===== src/rtl/hwpe_stream_package.sv =====
`default_nettype none
// ============================================================================
// Module      : hwpe_stream_package
// Description : Types shared by the HWPE-Stream routing blocks. It holds the
//               state encoding of the route sequencer FSM.
// Revision    : 1.0 - initial release
// ============================================================================
package hwpe_stream_package;

    // Route sequencer FSM: waiting for a command, or forwarding packet beats.
    typedef enum logic [0:0] {
        ROUTE_IDLE   = 1'b0,
        ROUTE_ACTIVE = 1'b1
    } route_seq_state_t;

endpackage
`default_nettype wire


===== src/rtl/hwpe_stream_intf_stream.sv =====
`default_nettype none
// ============================================================================
// Module      : hwpe_stream_intf_stream
// Description : HWPE-Stream point-to-point interface with valid/ready
//               handshake, data and byte strobes.
//   source modport : drives valid, data, strb; receives ready
//   sink modport   : receives valid, data, strb; drives ready
// Revision    : 1.0 - initial release
// ============================================================================
interface hwpe_stream_intf_stream #(
    parameter int unsigned DATA_WIDTH = 32,
    parameter int unsigned STRB_WIDTH = DATA_WIDTH / 8
) ();

    logic                  valid;
    logic                  ready;
    logic [DATA_WIDTH-1:0] data;
    logic [STRB_WIDTH-1:0] strb;

    modport source (output valid, output data, output strb, input ready);
    modport sink   (input valid, input data, input strb, output ready);

endinterface
`default_nettype wire


===== src/rtl/hwpe_stream_route_sequencer.sv =====
`default_nettype none
// ============================================================================
// Module      : hwpe_stream_route_sequencer
// Description : Packet-level routing controller in front of a static
//               HWPE-Stream demux. A route command (destination, beat count)
//               loads a select register and a down-counter; exactly that many
//               beats are then forwarded. Between packets the stream is
//               stalled, so the demux select never moves under a live beat.
// Ports:
//   clk_i, rst_i    clock, synchronous active-high reset
//   clear_i         synchronous soft clear (same effect as rst_i)
//   route_valid_i   route command valid
//   route_ready_o   route command ready (high in IDLE)
//   route_dest_i    destination stream index
//   route_len_i     packet length in beats (0 = empty packet)
//   push_i          incoming stream (sink)
//   pop_o           outgoing stream towards the demux (source)
//   sel_o           registered demux select
//   busy_o          packet in flight
//   done_o          one-cycle pulse after the last beat / empty command
//   remaining_o     beats still to forward
// Revision    : 1.0 - initial release
// ============================================================================
module hwpe_stream_route_sequencer
    import hwpe_stream_package::*;
#(
    parameter  int unsigned NB_OUT_STREAMS = 2,
    parameter  int unsigned LEN_WIDTH      = 16,
    localparam int unsigned SEL_W          = (NB_OUT_STREAMS > 1) ? $clog2(NB_OUT_STREAMS) : 1
) (
    input  logic                 clk_i,
    input  logic                 rst_i,
    input  logic                 clear_i,
    input  logic                 route_valid_i,
    output logic                 route_ready_o,
    input  logic [SEL_W-1:0]     route_dest_i,
    input  logic [LEN_WIDTH-1:0] route_len_i,
    hwpe_stream_intf_stream.sink   push_i,
    hwpe_stream_intf_stream.source pop_o,
    output logic [SEL_W-1:0]     sel_o,
    output logic                 busy_o,
    output logic                 done_o,
    output logic [LEN_WIDTH-1:0] remaining_o
);

    localparam logic [LEN_WIDTH-1:0] c_len_one = LEN_WIDTH'(1);

    route_seq_state_t      r_state;
    route_seq_state_t      w_state_next;
    logic [SEL_W-1:0]      r_sel;
    logic [LEN_WIDTH-1:0]  r_remaining;
    logic                  r_done;

    logic w_active;
    logic w_accept;
    logic w_handshake;
    logic w_last_beat;

    assign w_active    = (r_state == ROUTE_ACTIVE);
    assign w_accept    = !w_active && route_valid_i;
    assign w_handshake = w_active && push_i.valid && pop_o.ready;
    assign w_last_beat = w_handshake && (r_remaining == c_len_one);

    // Stream path: data/strb always pass, only the handshake is gated so
    // nothing moves while the select could be changing.
    assign pop_o.valid   = w_active && push_i.valid;
    assign pop_o.data    = push_i.data;
    assign pop_o.strb    = push_i.strb;
    assign push_i.ready  = w_active && pop_o.ready;

    assign route_ready_o = !w_active;
    assign busy_o        = w_active;
    assign sel_o         = r_sel;
    assign done_o        = r_done;
    assign remaining_o   = r_remaining;

    always_comb begin
        w_state_next = r_state;
        case (r_state)
            ROUTE_IDLE: begin
                // An empty packet completes without ever entering ROUTE.
                if (w_accept && (route_len_i != '0)) begin
                    w_state_next = ROUTE_ACTIVE;
                end
            end
            ROUTE_ACTIVE: begin
                if (w_last_beat) begin
                    w_state_next = ROUTE_IDLE;
                end
            end
            default: w_state_next = ROUTE_IDLE;
        endcase
    end

    always_ff @(posedge clk_i) begin
        if (rst_i || clear_i) begin
            r_state     <= ROUTE_IDLE;
            r_sel       <= '0;
            r_remaining <= '0;
            r_done      <= 1'b0;
        end else begin
            r_state <= w_state_next;
            r_done  <= 1'b0;
            if (w_accept) begin
                r_sel       <= route_dest_i;
                r_remaining <= route_len_i;
                r_done      <= (route_len_i == '0);
            end else if (w_handshake) begin
                r_remaining <= r_remaining - c_len_one;
                r_done      <= w_last_beat;
            end
        end
    end

endmodule
`default_nettype wire


===== src/flat_wrapper.sv =====
// flat-port wrapper written by rule: the top's interface ports become plain ports
module hwpe_stream_route_sequencer_flat import hwpe_stream_package::*;
#(
    parameter  int unsigned NB_OUT_STREAMS = 2,
    parameter  int unsigned LEN_WIDTH      = 16,
    localparam int unsigned SEL_W          = (NB_OUT_STREAMS > 1) ? $clog2(NB_OUT_STREAMS) : 1
)
  (clk_i, rst_i, clear_i, route_valid_i, route_ready_o, route_dest_i, route_len_i, sel_o, busy_o, done_o, remaining_o, push_i_valid, push_i_data, push_i_strb, push_i_ready, pop_o_valid, pop_o_data, pop_o_strb, pop_o_ready);
  hwpe_stream_intf_stream #(.DATA_WIDTH((32))) push_i_i ();
  hwpe_stream_intf_stream #(.DATA_WIDTH((32))) pop_o_i ();
  input  logic clk_i;
  input  logic rst_i;
  input  logic clear_i;
  input  logic route_valid_i;
  output logic route_ready_o;
  input  logic [SEL_W-1:0] route_dest_i;
  input  logic [LEN_WIDTH-1:0] route_len_i;
  output logic [SEL_W-1:0] sel_o;
  output logic busy_o;
  output logic done_o;
  output logic [LEN_WIDTH-1:0] remaining_o;
  input wire logic [$bits(push_i_i.valid)-1:0] push_i_valid;
  input wire logic [$bits(push_i_i.data)-1:0] push_i_data;
  input wire logic [$bits(push_i_i.strb)-1:0] push_i_strb;
  output wire logic [$bits(push_i_i.ready)-1:0] push_i_ready;
  output wire logic [$bits(pop_o_i.valid)-1:0] pop_o_valid;
  output wire logic [$bits(pop_o_i.data)-1:0] pop_o_data;
  output wire logic [$bits(pop_o_i.strb)-1:0] pop_o_strb;
  input wire logic [$bits(pop_o_i.ready)-1:0] pop_o_ready;
  assign push_i_i.valid = push_i_valid;
  assign push_i_i.data = push_i_data;
  assign push_i_i.strb = push_i_strb;
  assign push_i_ready = push_i_i.ready;
  assign pop_o_valid = pop_o_i.valid;
  assign pop_o_data = pop_o_i.data;
  assign pop_o_strb = pop_o_i.strb;
  assign pop_o_i.ready = pop_o_ready;
  hwpe_stream_route_sequencer #(.NB_OUT_STREAMS(NB_OUT_STREAMS), .LEN_WIDTH(LEN_WIDTH)) u_core (.clk_i(clk_i), .rst_i(rst_i), .clear_i(clear_i), .route_valid_i(route_valid_i), .route_ready_o(route_ready_o), .route_dest_i(route_dest_i), .route_len_i(route_len_i), .push_i(push_i_i), .pop_o(pop_o_i), .sel_o(sel_o), .busy_o(busy_o), .done_o(done_o), .remaining_o(remaining_o));
endmodule

===== config.mk =====
export PLATFORM = sky130hd
export DESIGN_NAME = hwpe_stream_route_sequencer_flat
export DESIGN_NICKNAME = d
export VERILOG_FILES = /design/src/rtl/hwpe_stream_package.sv /design/src/rtl/hwpe_stream_intf_stream.sv /design/src/rtl/hwpe_stream_route_sequencer.sv /design/src/flat_wrapper.sv
export SDC_FILE = /design/constraint.sdc
export NUM_CORES = 1
export LEC_CHECK = 0
export BUFFER_PORTS_ARGS = -buffer_cell sky130_fd_sc_hd__buf_2
export CAP_MARGIN = 20
export CELL_PAD_IN_SITES_DETAIL_PLACEMENT = 0
export CELL_PAD_IN_SITES_GLOBAL_PLACEMENT = 1
export CORE_MARGIN = 2
export CORE_UTILIZATION = 28
export DETAILED_ROUTE_END_ITERATION = 10
export HOLD_SLACK_MARGIN = 0.08
export PLACE_DENSITY = 0.88
export SLEW_MARGIN = 40
export SYNTH_ARGS = -nofsm -noshare
export SYNTH_HDL_FRONTEND = slang
export SYNTH_SLANG_ARGS = --single-unit

===== constraint.sdc =====
create_clock -name clk_i -period 5.62 [get_ports clk_i]
set_clock_uncertainty 0.2 [all_clocks]
set_input_delay 0.281 -clock clk_i [delete_from_list [all_inputs] [get_ports clk_i]]
set_output_delay 0.281 -clock clk_i [all_outputs]
set_load 0.05 [all_outputs]

# ---- Yosys cells after proc, flatten, opt, wreduce, memory -nomap -nowiden
# Cells that the tools add are included.
dict set report word_totals {
  in_bits 59
  output_inout_bits 58
  word_cells 25
  register_bits 19
}
dict set report op_classes {
  reduce_logical 11
  mux 7
  add_sub_neg 1
  n_eq_ne 1
  bitwise_logic 1
}
# operator n
set op_table {}
lappend op_table {{16-bit 2-to-1 mux} 2}
lappend op_table {{16-bit by 1-bit equality test with 1-bit output (second input constant)} 1}
lappend op_table {{16-bit logical NOT} 1}
lappend op_table {{16-bit nonzero test} 1}
lappend op_table {{16-bit by 1-bit subtractor with 16-bit output (second input constant)} 1}
lappend op_table {{1-bit logical AND} 6}
lappend op_table {{1-bit 2-to-1 mux} 4}
lappend op_table {{1-bit one-hot mux with 2 select lines} 1}
lappend op_table {{2-bit nonzero test} 1}
lappend op_table {{1-bit logical NOT} 1}
lappend op_table {{1-bit logical OR} 1}
lappend op_table {{1-bit NOT} 1}

# ---- Depth between registers and ports, before layout
dict set report logic_depth {
  depth_word 5
  mapped_depth 6
  ltp_nobuf 5
}

# ---- Worst setup path after synthesis
# OpenSTA, ideal clock, no wires.
dict set report synth_path {
  kind {register -> register}
  start {register u_core.r_remaining[8], in the netlist u_core.remaining_o[8]}
  end {register u_core.r_remaining[14], in the netlist u_core.remaining_o[14]}
  path_buffers 1
  setup_slack_ns 3.306
  path_stages_with_launch 6
  arrival_ns 2.039
  setup_ns 0.074
  path_cell_list {dfxtp_1 -> buf_6 -> or4_4 -> or3_4 -> or4_1 -> a31oi_1}
}
dict set report synth_via {
  elab_chain_len 3
}
# element line_no
set synth_rtl {}
lappend synth_rtl {{from (decl)} hwpe_stream_route_sequencer.sv:51} ;# logic [LEN_WIDTH-1:0] r_remaining;
lappend synth_rtl {{from (signal assigned)} hwpe_stream_route_sequencer.sv:106} ;# r_remaining <= route_len_i;
lappend synth_rtl {{from (signal assigned)} hwpe_stream_route_sequencer.sv:109} ;# r_remaining <= r_remaining - c_len_one;
lappend synth_rtl {{16-bit by 1-bit subtractor with 16-bit output} hwpe_stream_route_sequencer.sv:109}
lappend synth_rtl {{16-bit 2-to-1 mux} hwpe_stream_route_sequencer.sv:108} ;# end else if (w_handshake) begin
lappend synth_rtl {{16-bit 2-to-1 mux} hwpe_stream_route_sequencer.sv:104} ;# if (w_accept) begin
# Every way passes these cells. The select of a mux whose other input is x is not followed.
# A chain may end at the register's enable or synchronous reset.

# ---- Worst setup path after layout
dict set report layout_path {
  start {register u_core.r_remaining[2], in the netlist u_core.remaining_o[2]}
  end {register u_core.r_remaining[13], in the netlist u_core.remaining_o[13]}
}
# The elaborated chain is that of the path after synthesis.

==> flow_summary.json <==
{
  "status": "finished clean",
  "grt_pass1_vias": 1211,
  "htreeDepth": 1,
  "core_mm2": 0.00507,
  "fin_nets": 259,
  "synthToLayoutAreaGrowth_pct": 5.73,
  "ios": 117,
  "swShare": 0.352,
  "crit_fanout": 9,
  "finalCritPeriodShare": 0.398,
  "yosysUniqueCellTypes": 47,
  "dp.cells": 260,
  "worstHoldPathType": "input port to flop",
  "final-setup-viol-count": 0,
  "clkTransAtPathRegs_ns": 0.09,
  "regArea_um2": 380,
  "cts.hold.buffers_added": 3,
  "tritoncts": "done",
  "cts_buffers": 3,
  "dr.pass1.iters": 4,
  "multi_input_area_um2": 758,
  "reg2reg_from": "u_core.remaining_o[2]",
  "crit_chain": "nor3_2 > nand3_1 > o31a_2 > or3_1",
  "synth_flop_cell": "dfxtp_1",
  "r2r-end": "u_core.remaining_o[13]",
  "overflow": 0,
  "p_int_mw": 0.219,
  "p_comb_frac": 0.260,
  "worst_setup_path_start_kind": "flop",
  "synth_warnings": 0,
  "cellPowerDensity_mw_per_mm2": 218,
  "layout_common_cells": "buf_2 (44), dfxtp_1 (19), nor2_1 (14)",
  "rsz0062_at_grt": "false",
  "crit_path_start": "u_core.remaining_o[2]",
  "slew_headroom": 0.650,
  "path_class": "flop to flop",
  "whs_path_depth": 3,
  "gp_congestion": 0.826,
  "drc": 0,
  "num_rows": 26,
  "cp.depth": 4,
  "via_per_inst": 5.30,
  "hold_viol": 0,
  "vias": 1416,
  "cp_data_required_time_ns": 5.58,
  "critPathBufInv": 0,
  "drive_above_1_share": 0.299,
  "worst_pin_slew_ns": 0.520,
  "cpPeakStageDelay_ns": 0.49,
  "syn_avg_cell_area_um2": 7.66,
  "drt_wl_total_um": 4030,
  "grt_pass1_wl_um": 6230,
  "clock.fmax_mhz": 447,
  "slew_viol_final": 0,
  "final_common_cell": "buf_2",
  "wl_per_cell_um": 15.1,
  "arrival_ns": 2.20,
  "final_cell_count_no_fill": 267,
  "syn_nets": 252,
  "crit_path_top_delay_cell": "nor3_2",
  "numPortBuffers": 44,
  "clock_latency_ns": 0.27,
  "r2r_cells": 4,
  "syn_inst": 191,
  "crit_family": "simple AND/OR/NAND/NOR gates",
  "power.net_switching_mw": 0.119,
  "cts-root-buf": "clkbuf_8",
  "first_iter_violations": 149,
  "netlist_area_mm2": 0.00146,
  "r2r_slack_ns": 3.38,
  "ys_seq_area_frac": 0.260,
  "clock_sinks": 19,
  "synth-edff-count": 0,
  "holdPathEnd": "u_core.remaining_o[1]",
  "min_from": "route_len_i[1]",
  "grt_max_degree": 27,
  "finalCriticalPeriod_ns": 2.24,
  "p_clk_frac": 0.305,
  "worst_setup_path_end_kind": "flop",
  "clockBufferDepth": 2,
  "cts-resized-gates": 0,
  "power.leakage_nw": 0.669,
  "dieHeight_um": 76.3,
  "final.fill_count": 578,
  "synth-seq-cells": 19,
  "post-cts-setup-buffer-count": 0,
  "peakVddDrop_uv": 68.4,
  "hpwl_um": 2940,
  "cap_violations": 0,
  "async_flop_share": 0,
  "antenna_found_initial": 0,
  "ant_nets": 0,
  "start_util": 0.288,
  "grt_use_total": 0.131,
  "seqPwrFrac": 0.435,
  "post-route-util": 0.305,
  "fin_tns_setup_ns": 0,
  "antenna_cells": 0,
  "die_x_um": 76.3,
  "dieArea_mm2": 0.00582
}
-- worst max path at each step --
stage / to
floorplan: u_core.remaining_o[14]
global placement: u_core.remaining_o[9]
detailed placement: u_core.remaining_o[9]
CTS: u_core.remaining_o[9]
global route: u_core.remaining_o[13]
finish: u_core.remaining_o[13]
-- final cells by class --
type                            instances  area share
Clock buffer                            3      0.0267
Clock inverter                          1     0.00485
Sequential cell                        19       0.246
Timing Repair Buffer                   48       0.167
Multi-Input combinational cell        122       0.490
Inverter                                4     0.00970
Tap cell                               70      0.0566
-- power groups by stage --
stage / clock, mW / combinational [mW] / sequential, mW
finish: 0.103 / 0.0877 / 0.147
global route: 0.110 / 0.0940 / 0.148
CTS: 0.105 / 0.0871 / 0.147
detailed placement: 0 / 0.0854 / 0.150
global placement: 0 / 0.0846 / 0.150
floorplan: 0 / 0.111 / 0.166
-- registers in the layout, indices dropped and copies added (netlist names) --
register	cells
u_core.done_o	1
u_core.remaining_o	16
u_core.busy_o	1
u_core.sel_o	1
-- routing by layer --
layer  track usage  up-vias  routed length [um]
li1              -      676                   -
met5             0        -                   0
met3        0.0273       11                 297
met1         0.180      674                1860
met4        0.0582        0                  69
met2         0.198       55                1800
-- cell usage after synthesis, types with 2 or more instances --
cell type,instances,area [um2]
nand3_1,8,40.0
nor4_1,7,43.8
mux2i_1,2,20.0
a221oi_1,2,17.5
inv_1,4,15.0
a21oi_1,12,60.1
nand4_1,2,12.5
nor4b_1,2,17.5
a31oi_1,5,31.3
or3_2,2,15.0
nor2_1,14,52.6
and2_1,3,18.8
nand2_1,10,37.5
and3_1,6,37.5
buf_4,36,270
or3_1,3,18.8
nor3b_1,2,15.0
o21ai_0,7,35.0
dfxtp_1,19,380
a32oi_1,2,17.5
a22oi_1,3,22.5
clkbuf_1,8,30.0
ha_1,2,25.0
nor3_1,7,35.0
-- kinds of logic after synthesis --
logic type | count (synthesis) | synth area share
AO/OA/AOI/OAI | 43 | 0.197
XOR/XNOR | 1 | 0.00598
adder cells (fa/ha/maj) | 2 | 0.0171
buffers and inverters | 50 | 0.226
flip-flops | 19 | 0.260
multiplexers | 2 | 0.0137
AND/OR/NAND/NOR | 74 | 0.280
-- worst reg2reg max path: stages (launching register included) --
cell	delay, ns
dfxtp_1	0.37
nor3_2	0.49
nand3_1	0.34
o31a_2	0.40
or3_1	0.34
-- stage by stage --
| stage | instance area (um2) | worst slack [ns] | power, mW | hold slack (ns) |
|---|---|---|---|---|
| global route | 1550 | 3.26 | 0.352 | 0.0896 |
| global placement | 1460 | 3.27 | 0.234 | 0.244 |
| CTS | 1540 | 3.22 | 0.339 | 0.0814 |
| finish | 1550 | 3.38 | 0.338 | 0.0807 |
| floorplan | 1460 | 3.31 | 0.277 | 0.217 |
| detailed placement | 1460 | 3.24 | 0.235 | 0.247 |
Power figures use the tool's default switching activity.
